<file path="config.mk">
export PLATFORM = sky130hd
export DESIGN_NAME = morra_cinese_param
export DESIGN_NICKNAME = d
export VERILOG_FILES = /design/src/rtl/morra_cinese_param.sv
export SDC_FILE = /design/constraint.sdc
export NUM_CORES = 1
export LEC_CHECK = 0
export BUFFER_PORTS_ARGS = -buffer_cell sky130_fd_sc_hd__buf_2
export CAP_MARGIN = 20
export CORE_MARGIN = 2
export CORE_UTILIZATION = 30
export DETAILED_ROUTE_END_ITERATION = 7
export GPL_TIMING_DRIVEN = 0
export PLACE_DENSITY_LB_ADDON = 0.3
export SLEW_MARGIN = 15
export SYNTH_ARGS = -nofsm -noshare
export SYNTH_HDL_FRONTEND = slang
export SYNTH_SLANG_ARGS = --single-unit
export TNS_END_PERCENT = 30
</file>
<file path="constraint.sdc">
create_clock -name clk -period 4.9 [get_ports clk]
set_clock_uncertainty 0.15 [all_clocks]
set_input_delay 1.225 -clock clk [delete_from_list [all_inputs] [get_ports clk]]
set_output_delay 1.225 -clock clk [all_outputs]
set_load 0.005 [all_outputs]
</file>
<file path="src/rtl/morra_cinese_param.sv">
// ============================================================================
// Module      : morra_cinese_param
// Description : Two-player rock-paper-scissors match referee with round limit,
//               winning margin and optional no-repeat rule (MORRA_NO_REPEAT_EN).
// Revision    : 1.0 - initial release
// ============================================================================
`default_nettype none

module morra_cinese_param #(
    parameter int MIN_ROUNDS  = 4,
    parameter int WIN_MARGIN  = 2,
    parameter int BASE_ROUNDS = 4,
    parameter int CNT_W       = 5
) (
    input  logic             clk,
    input  logic             rst_n,
    input  logic             INIZIA,
    input  logic [1:0]       PRIMO,
    input  logic [1:0]       SECONDO,
    output logic [1:0]       MANCHE,
    output logic [1:0]       PARTITA,
    output logic [CNT_W-1:0] ROUND,
    output logic [CNT_W:0]   LEAD,
    output logic             FINE
);

    localparam logic [CNT_W-1:0] c_MIN_ROUNDS  = CNT_W'(MIN_ROUNDS);
    localparam logic [CNT_W:0]   c_WIN_MARGIN  = (CNT_W+1)'(WIN_MARGIN);
    localparam logic [CNT_W-1:0] c_BASE_ROUNDS = CNT_W'(BASE_ROUNDS);

    typedef enum logic [1:0] {
        S_IDLE  = 2'd0,
        S_SETUP = 2'd1,
        S_PLAY  = 2'd2,
        S_END   = 2'd3
    } state_t;

    state_t           r_state;
    logic [CNT_W-1:0] r_limit;

    logic             w_draw;
    logic             w_p1_wins;
    logic             w_blocked;
    logic             w_valid;
    logic [1:0]       w_res;
    logic [CNT_W-1:0] w_round_nx;
    logic [CNT_W:0]   w_lead_nx;
    logic [CNT_W:0]   w_lead_abs;
    logic             w_lead_neg;
    logic             w_margin_hit;
    logic             w_limit_hit;
    logic [1:0]       w_final_res;

    assign w_draw    = (PRIMO == SECONDO);
    assign w_p1_wins = (PRIMO == 2'b01 && SECONDO == 2'b11) ||
                       (PRIMO == 2'b10 && SECONDO == 2'b01) ||
                       (PRIMO == 2'b11 && SECONDO == 2'b10);

`ifdef MORRA_NO_REPEAT_EN
    logic [1:0] r_last1;
    logic [1:0] r_last2;

    // Cleared stored moves are 00, which never matches a legal move.
    assign w_blocked = w_draw ? (PRIMO == r_last1 || PRIMO == r_last2) :
                       w_p1_wins ? (PRIMO == r_last1) : (SECONDO == r_last2);
`else
    assign w_blocked = 1'b0;
`endif

    assign w_valid    = (PRIMO != 2'b00) && (SECONDO != 2'b00) && !w_blocked;
    assign w_res      = !w_valid ? 2'b00 : w_draw ? 2'b11 : w_p1_wins ? 2'b01 : 2'b10;
    assign w_round_nx = ROUND + CNT_W'(w_valid);

    always_comb begin
        w_lead_nx = LEAD;
        if (w_res == 2'b01)
            w_lead_nx = LEAD + (CNT_W+1)'(1);
        else if (w_res == 2'b10)
            w_lead_nx = LEAD - (CNT_W+1)'(1);
    end

    assign w_lead_neg   = w_lead_nx[CNT_W];
    assign w_lead_abs   = w_lead_neg ? (~w_lead_nx + (CNT_W+1)'(1)) : w_lead_nx;
    assign w_margin_hit = (w_round_nx >= c_MIN_ROUNDS) && (w_lead_abs >= c_WIN_MARGIN);
    assign w_limit_hit  = (w_round_nx == r_limit);
    // A margin hit always has a non-zero lead, so one sign decode serves both endings.
    assign w_final_res  = w_lead_neg ? 2'b10 : (w_lead_nx == '0) ? 2'b11 : 2'b01;

    always_ff @(posedge clk or negedge rst_n) begin
        if (!rst_n) begin
            r_state <= S_IDLE;
            r_limit <= '0;
            MANCHE  <= 2'b00;
            PARTITA <= 2'b00;
            ROUND   <= '0;
            LEAD    <= '0;
            FINE    <= 1'b0;
`ifdef MORRA_NO_REPEAT_EN
            r_last1 <= 2'b00;
            r_last2 <= 2'b00;
`endif
        end else if (INIZIA) begin
            r_state <= S_SETUP;
            r_limit <= CNT_W'({PRIMO, SECONDO}) + c_BASE_ROUNDS;
            MANCHE  <= 2'b00;
            PARTITA <= 2'b00;
            ROUND   <= '0;
            LEAD    <= '0;
            FINE    <= 1'b0;
`ifdef MORRA_NO_REPEAT_EN
            r_last1 <= 2'b00;
            r_last2 <= 2'b00;
`endif
        end else begin
            case (r_state)
                S_SETUP, S_PLAY: begin
                    MANCHE <= w_res;
                    ROUND  <= w_round_nx;
                    LEAD   <= w_lead_nx;
`ifdef MORRA_NO_REPEAT_EN
                    if (w_res == 2'b01) begin
                        r_last1 <= PRIMO;
                        r_last2 <= 2'b00;
                    end else if (w_res == 2'b10) begin
                        r_last1 <= 2'b00;
                        r_last2 <= SECONDO;
                    end else if (w_res == 2'b11) begin
                        r_last1 <= 2'b00;
                        r_last2 <= 2'b00;
                    end
`endif
                    if (w_margin_hit || w_limit_hit) begin
                        PARTITA <= w_final_res;
                        FINE    <= 1'b1;
                        r_state <= S_END;
                    end else begin
                        r_state <= S_PLAY;
                    end
                end
                S_END: begin
                    MANCHE <= 2'b00;
                end
                default: begin
                    r_state <= S_IDLE;
                end
            endcase
        end
    end

endmodule

`default_nettype wire

</file>
* Yosys cells after proc, flatten, opt, wreduce, memory -nomap -nowiden
Index checks and enable logic that the tools add are counted.
Word-level totals: register bits after elaboration 23, logic and storage cells 68, output and inout bits 16, input bits 7
Operators by class: reductions and logical operators 16, magnitude comparators 2, $add $sub $neg 5, eq/ne operators 14, mux-type cells 23, bitwise gates (word level) 1
Operators by type and width (number):
- $mux 6 | 5
- $mux 2 | 10
- $eq 2x2->1 const B | 7
- $add 6x1->6 const B | 2
- $mux 5 | 2
- $eq 2x1->1 const B | 4
- $pmux 2 s2 | 2
- $reduce_bool 2->1 | 4
- $ge 6x2->1 const B | 1
- $logic_not 6->1 | 1
- $not 6->6 | 1
- $sub 6x1->6 const B | 1
- $add 4x3->5 const B | 1
- $add 5x1->5 | 1
- $eq 5x5->1 | 1
- $ge 5x3->1 const B | 1
- $logic_and 1x1->1 | 5
- $mux 1 | 4
- $logic_or 1x1->1 | 3
- $reduce_bool 3->1 | 1
- $eq 2x2->1 | 1
- $ne 2x2->1 const B | 1
- $reduce_and 2->1 | 1
- $reduce_or 2->1 | 1

* Longest topological paths before layout
Gate-level depths: netlist (run 1).
depth in word-level cells 19, gate-level depth with buffers 12, mapped depth without buffers 12

* Least setup slack after synthesis (run 1)
No wires, ideal clock.
path kind input port to flip-flop, from input PRIMO[1], to register r_state[0], setup slack 1.480 ns, data arrival time 3.144 ns, setup time 0.125 ns, cell stages on the path 10, path through inv_1 > ha_1 > mux2_4 > a21oi_4 > mux2i_1 > and3_1 > a311oi_1 > nor4_2 > o31ai_2 > mux2_4
On the way: cells in the longest elaborated chain, start to end 19, elaborated cells between the ends (all ways) 30, classes of those cells add/sub (2); order compare (2); eq/ne (7); mux (9); bitwise (1); reduce/logical (9)
RTL lines:
- from (decl) | line 18 | input logic [1:0] PRIMO,
- $eq 2x1->1 or $eq 2x2->1 (tied branches) | line 55, 56
- $logic_and 1x1->1 (on tied branches) | line 55, 56
- $logic_or 1x1->1 | line 55 | assign w_p1_wins = (PRIMO == 2'b01 && SECONDO == 2'b11) ||
- $logic_or 1x1->1 | line 56 | (PRIMO == 2'b10 && SECONDO == 2'b01) ||
- $mux 2 (3 in series) | line 71 | assign w_res = !w_valid ? 2'b00 : w_draw ? 2'b11 : w_p1_wins ? 2'b01 : 2'b10;
- $eq 2x2->1 | line 78 | else if (w_res == 2'b10)
- $mux 6 | line 78
- $mux 6 | line 76 | if (w_res == 2'b01)
- $not 6->6 | line 83 | assign w_lead_abs = w_lead_neg ? (~w_lead_nx + (CNT_W+1)'(1)) : w_lead_nx;
- $add 6x1->6 | line 83
- $mux 6 | line 83
- $ge 6x2->1 | line 84 | assign w_margin_hit = (w_round_nx >= c_MIN_ROUNDS) && (w_lead_abs >= c_WIN_MARGIN);
- $logic_and 1x1->1 | line 84
- $logic_or 1x1->1 (*) | line 132 | if (w_margin_hit || w_limit_hit) begin
- $mux 1 (*) | line 132
- $pmux 2 s2 (*) | line 115 | case (r_state)
- $mux 2 (*) | line 102 | end else if (INIZIA) begin
- to (signal assigned) | line 103 | r_state <= S_SETUP;
- to (signal assigned) | line 135 | r_state <= S_END;
- to (signal assigned) | line 137 | r_state <= S_PLAY;
- to (decl) | line 38 | state_t r_state;
Mark *: on every way between the ends. The rest lies on a longest branch, timed or not. A chain may end at the register's enable or synchronous reset.

* Worst setup path after layout (run 1)
Same ends and word-level chain as after synthesis.

==> results of run 1 <==
## worst min-delay path, delay by kind of cell (launching register included)
family / cells / cell delay [ns]
AOI/OAI and AO/OA: 1 / 0.05
buffers and inverters: 1 / 0.05
DFF: 1 / 0.38
## final cells by class
type	instances	area (um^2)	share of cell area (%)
Timing Repair Buffer	20	100	5.45
Multi-Input combinational cell	128	948	51.6
Clock inverter	1	5.00	0.272
Tap cell	70	87.6	4.77
Inverter	7	26.3	1.43
Sequential cell	23	576	31.3
Buffer	10	53.8	2.93
Clock buffer	3	41.3	2.25
## power groups by stage
stage	logic [W]	registers, W	clock network (W)
2_1_floorplan	0.000210	0.000247	0
3_3_place_gp	0.000281	0.000251	0
3_5_place_dp	0.000283	0.000251	0
4_1_cts	0.000285	0.000247	0.000127
5_1_grt	0.000319	0.000252	0.000132
6_report	0.000284	0.000247	0.000123
## synthesized netlist by cell type (2+ instances only)
| library cell | n |
|---|---|
| xor2_1 | 12 |
| o22ai_1 | 3 |
| inv_1 | 7 |
| buf_6 | 2 |
| nand2_1 | 7 |
| o21ai_0 | 2 |
| nor3_1 | 4 |
| nand3b_1 | 2 |
| a211oi_1 | 4 |
| mux2_4 | 2 |
| mux2i_1 | 8 |
| nand4_1 | 2 |
| ha_1 | 9 |
| dfrtp_1 | 23 |
| mux2_2 | 5 |
| a21oi_1 | 5 |
| clkbuf_1 | 6 |
| or3_1 | 2 |
| nand3_1 | 8 |
| xnor2_1 | 11 |
| nor2_1 | 20 |
| nand2b_1 | 5 |
## through the flow
stage / util [%] / cells / power (W) / hold WS (ns) / instance area (um^2)
floorplan: - / 168 / 0.000457 / 0.339 / 1600
global placement: 34.9 / 258 / 0.000531 / 0.353 / 1790
detailed placement: 34.9 / 258 / 0.000534 / 0.371 / 1790
CTS: 35.8 / 262 / 0.000659 / 0.385 / 1840
global route: 35.8 / 262 / 0.000703 / 0.403 / 1840
finish: 35.8 / 262 / 0.000653 / 0.376 / 1840
## metal layers
metal / vias to the layer above / track usage, % / share of wire (%)
met5: - / 0 / 0
met4: 0 / 2.86 / 1.0
met3: 6 / 2.59 / 3.8
li1: 627 / - / -
met1: 598 / 16.1 / 49
met2: 21 / 19.9 / 46
## registers in the layout, indices dropped and copies added, names as in the netlist
signal	flops
FINE	1
LEAD	6
MANCHE	2
PARTITA	2
ROUND	5
r_limit	5
r_state	2
## path summary, 6_finish.rpt
check	slack, ns	depth (start not counted)	startpoint	endpoint
setup / recovery	1.35	11	PRIMO[1]	r_state[0]
hold / removal	0.38	2	PARTITA[1]	PARTITA[1]
setup reg to reg	2.28	8	LEAD[2]	r_state[0]
hold reg to reg	0.38	2	PARTITA[1]	PARTITA[1]
max in group asynchronous	3.47	1	rst_n	r_state[1]
min in group asynchronous	0.77	1	rst_n	LEAD[0]
## cells in the final DEF, fill, tap and decap left out, drive strengths merged, types with 2 or more instances in the layout
| cell | n |
|---|---|
| a211oi | 4 |
| a21oi | 7 |
| buf | 24 |
| clkbuf | 9 |
| dfrtp | 23 |
| ha | 9 |
| inv | 7 |
| mux2 | 7 |
| mux2i | 8 |
| nand2 | 7 |
| nand2b | 5 |
| nand3 | 8 |
| nand3b | 2 |
| nand4 | 2 |
| nor2 | 20 |
| nor3 | 4 |
| o21ai | 2 |
| o22ai | 3 |
| or3 | 2 |
| xnor2 | 11 |
| xor2 | 12 |
## cells by family (layout without fill, tap and decap cells)
kind of cell | Yosys count | count (layout) | share of synthesized area [%]
mux | 15 | 15 | 10.4
simple gates | 58 | 58 | 18.6
fa+ha+maj | 9 | 9 | 7.02
buf+inv | 17 | 41 | 4.99
compound gates | 23 | 23 | 10.5
flops | 23 | 23 | 35.9
xor+xnor | 23 | 23 | 12.6
==> flow_summary.json, run 1 <==
{
  "status": "finished, final reports clean",
  "leakage_nw": 0.846,
  "drc_errors": 0,
  "vdd_drop_max_v": 0.000154,
  "place.gp.congestion": 0.758,
  "yosys.cell_types.count": 41,
  "clockPowerShare_pct": 18.8,
  "die_w_um": 77.1,
  "p_sw_share_pct": 39.0,
  "fin_crit_ns": 3.55,
  "via_count": 1252,
  "gr-total-overflow": 0,
  "p_sw_w": 0.000255,
  "cts_resized": 0,
  "syn_area_mm2": 0.00160,
  "max_stage_delay_ns": 0.36,
  "cts_hold_buf": 0,
  "clock-root-buffer": "clkbuf_8",
  "synth_cells": 168,
  "grt_usage_pct": 12.1,
  "totalWireLength_um": 3470,
  "tritoncts": "done",
  "drt_iter0_drc": 48,
  "start_util_pct": 31.2,
  "die_h_um": 77.1,
  "critPathMostFrequentCell": "mux2_4",
  "crit_path_start_kind": "input pin",
  "clock_sinks": 23,
  "core_area_mm2": 0.00514,
  "antenna_found_initial": 0,
  "slew_headroom_pct": 60.8,
  "pre_cts_ws_ns": 1.03,
  "syn_avg_cell_area_um2": 9.55,
  "clockBufferDepth": 2,
  "hold_violations": 0,
  "end_kind": "flip-flop",
  "fmax_mhz": 281,
  "worstSkewPairLatency_ns": 0.27,
  "syn-num-nets": 184,
  "rsz0062_at_grt": "no",
  "synthArstFlopShare_pct": 100,
  "ant_nets": 0,
  "slew_viol_final": 0,
  "grt_pass1_wl_um": 5840,
  "setup_viol": 0,
  "layout-drive-gt1-share_pct": 20.8,
  "ys_seq_area_share_pct": 35.9,
  "power.internal_w": 0.000398,
  "dieArea_mm2": 0.00595,
  "seq_power_share_pct": 37.8,
  "ys_top_cells_by_area": "dfrtp_1, ha_1, xor2_1",
  "synth_edf_count": 0,
  "finalNetCount": 209,
  "slowest_stage": "mux2i_1",
  "cts_buffers": 3,
  "synth_warnings": 0,
  "viasPerCell": 4.78,
  "critPathTopFamily": "multiplexers",
  "synth_top_flop_cell": "dfrtp_1",
  "wl_per_cell_um": 13.2,
  "p_per_area_mw_per_mm2": 355,
  "grt_max_degree": 24,
  "antenna_cells": 0,
  "ys_ff_latch": 23,
  "yosysTopAreaCellShare_pct": 35.9,
  "fill_cells": 582,
  "crit_required_ns": 4.91,
  "clk_pin_slew_ns": 0.09,
  "crit_type": "in -> reg",
  "grt_pass1_vias": 1241,
  "fin_crit_sh_pct": 72.5,
  "pin_count": 23,
  "dp_hpwl_um": 2570,
  "syn2layout_area_growth_pct": 14.6,
  "hp-class": "reg -> reg",
  "tns_ns": 0,
  "rows": 26,
  "place.port_buffers": 20,
  "crit_path_max_fanout": 7,
  "dr.pass1.iters": 4,
  "critPathBufInv": 2,
  "cp.arrival_ns": 3.57,
  "cap_violations": 0,
  "cts_setup_buffers": 0,
  "cts_max_level": 1,
  "synth_area_leader_cell": "dfrtp_1",
  "p_comb_share_pct": 43.5,
  "setup_ws_ns": 1.35,
  "tightest_slew_ns": 0.588,
  "worstPathCellList": "buf_2 > inv_1 > ha_1 > mux2_4 > a21oi_4 > mux2i_1 > and3_1 > a311oi_1 > nor4_2 > o31ai_2 > mux2_4"
}
No activity file was read; power rests on OpenSTA's default activity.
==> run 2, diff against run 1 <==
==> constraint.sdc (replaced) <==
create_clock -name clk -period 3.4 [get_ports clk]
set_clock_uncertainty 0.15 [all_clocks]
set_input_delay 0.85 -clock clk [delete_from_list [all_inputs] [get_ports clk]]
set_output_delay 0.85 -clock clk [all_outputs]
set_load 0.005 [all_outputs]
==> run 2 against run 1 <==
Via count down 0.56%. Largest cell class unchanged. Core utilization is 0.097 points higher. Non-clock buffer count unchanged. Final cell count stayed put. Largest power group unchanged. Cell area rose by 0.27%. Power up 44%.
==> flow_summary.json, run 2 (same netlist as run 1, synthesis figures left out) <==
{
  "viasPerCell": 4.75,
  "cts_buffers": 3,
  "slew_headroom_pct": 60.7,
  "fmax_mhz": 314,
  "cts_max_level": 1,
  "setup_ws_ns": 0.220,
  "hold_violations": 0,
  "final_cell_mix": "dfrtp_1, buf_2, nor2_1, xor2_1, xnor2_1",
  "cp.arrival_ns": 3.19,
  "whs_path_depth": 2,
  "reg.largest.list": "LEAD: 6 flops, ROUND: 5 flops, r_limit: 5 flops",
  "dr.pass1.iters": 4,
  "instances_no_fill": 262,
  "holdWs_ns": 0.376,
  "antenna_found_initial": 0,
  "place.gp.congestion": 0.758,
  "clockBufferDepth": 2,
  "setup_viol": 0,
  "final_common_cell": "dfrtp_1",
  "crit_path_max_fanout": 7,
  "wl_per_cell_um": 13.3,
  "post-route-util_pct": 35.9,
  "clock-root-buffer": "clkbuf_8",
  "start_util_pct": 31.2,
  "antenna_cells": 0,
  "place_area_mm2": 0.00179,
  "core_area_mm2": 0.00514,
  "die_h_um": 77.1,
  "fin_crit_ns": 3.18,
  "crit_required_ns": 3.41,
  "cap_violations": 0,
  "layout-drive-gt1-share_pct": 21.4,
  "tritoncts": "done",
  "die_w_um": 77.1,
  "grt_pass1_vias": 1241,
  "finalNetCount": 209,
  "gr-total-overflow": 0,
  "clk_pin_slew_ns": 0.09,
  "grt_usage_pct": 12.1,
  "fill_cells": 581,
  "fin_crit_sh_pct": 93.5,
  "dp_hpwl_um": 2570,
  "p_per_area_mw_per_mm2": 511,
  "drc_errors": 0,
  "slew_viol_final": 0,
  "worstSkewPairLatency_ns": 0.27,
  "pre_cts_ws_ns": -0.0964,
  "pin_count": 23,
  "tightest_slew_ns": 0.589,
  "leakage_nw": 0.848,
  "drt_iter0_drc": 48,
  "vdd_drop_max_v": 0.000220,
  "totalWireLength_um": 3470,
  "crit_path_start_kind": "input pin",
  "top_register": "LEAD",
  "rsz0062_at_grt": "no",
  "rr_worst_depth": 8,
  "grt_pass1_wl_um": 5840,
  "status": "finished, final reports clean",
  "clock_sinks": 23,
  "largest_register_ffs": 6,
  "via_count": 1245,
  "grt_max_degree": 24,
  "hp-class": "reg -> reg",
  "final_area_mm2": 0.00184,
  "cts_setup_buffers": 0,
  "place_inst": 258,
  "rows": 26,
  "ant_nets": 0,
  "place.port_buffers": 20,
  "syn2layout_area_growth_pct": 14.9,
  "crit_type": "in -> reg",
  "dieArea_mm2": 0.00595,
  "cts_hold_buf": 0,
  "end_kind": "flip-flop"
}
[run 2: final timing paths]
path	startpoint	endpoint	slack, ns
worst min-delay path	PARTITA[1]	PARTITA[1]	0.38
worst max register to register	LEAD[2]	r_state[0]	0.78
max in group asynchronous	rst_n	r_state[1]	2.34
worst max-delay path	PRIMO[1]	r_state[0]	0.22
worst min register to register	PARTITA[1]	PARTITA[1]	0.38
min in group asynchronous	rst_n	LEAD[0]	0.40
[run 2: critical path, cell delays in order]
cell and delay, ns:
buf_2 0.14, inv_1 0.07, ha_1 0.19, mux2_4 0.28
a21oi_4 0.28, mux2i_1 0.36, and3_1 0.21, a311oi_1 0.06
nor4_2 0.31, o31ai_2 0.15, mux2_4 0.27
[run 2: power breakdown]
group | internal [W] | switching [W] | total (W) | leakage, nW
logic | 0.000179 | 0.000232 | 0.000410 | 0.519
clock network | 0.0000820 | 0.0000947 | 0.000177 | 0.0255
registers | 0.000314 | 0.0000416 | 0.000355 | 0.303
total | 0.000574 | 0.000368 | 0.000942 | 0.848
[run 2: cell type report]
class	instances	area, um^2	area share [%]
multi-input cells	128	953	51.7
flip-flops and latches	23	576	31.2
repair buffers	20	100	5.43
well taps	70	87.6	4.75
plain buffers	10	53.8	2.92
clock buffers	3	41.3	2.24
inverters	7	26.3	1.43
clock inverters	1	5.00	0.272
[run 2: stage by stage]
stage                     setup TNS (ns)  total power (W)
after floorplan                        0         0.000659
after global placement            -0.393         0.000765
after detailed placement          -0.350         0.000770
after CTS                              0         0.000949
after global routing                   0          0.00102
final                                  0         0.000942
[run 2: layer usage]
| metal | GRT usage (%) | part of all wire, % | vias to the layer above |
|---|---|---|---|
| li1 | - | - | 626 |
| met1 | 16.1 | 49 | 592 |
| met2 | 19.9 | 46 | 21 |
| met3 | 2.59 | 3.8 | 6 |
| met4 | 2.86 | 1.0 | 0 |
| met5 | 0 | 0 | - |
[run 2: timing repair]
| action | CTS | global route |
|---|---|---|
| endpoints found under the setup margin | 0 | 4 |
| hold endpoints to repair | 0 | 0 |
| gates resized for setup | 0 | 1 |
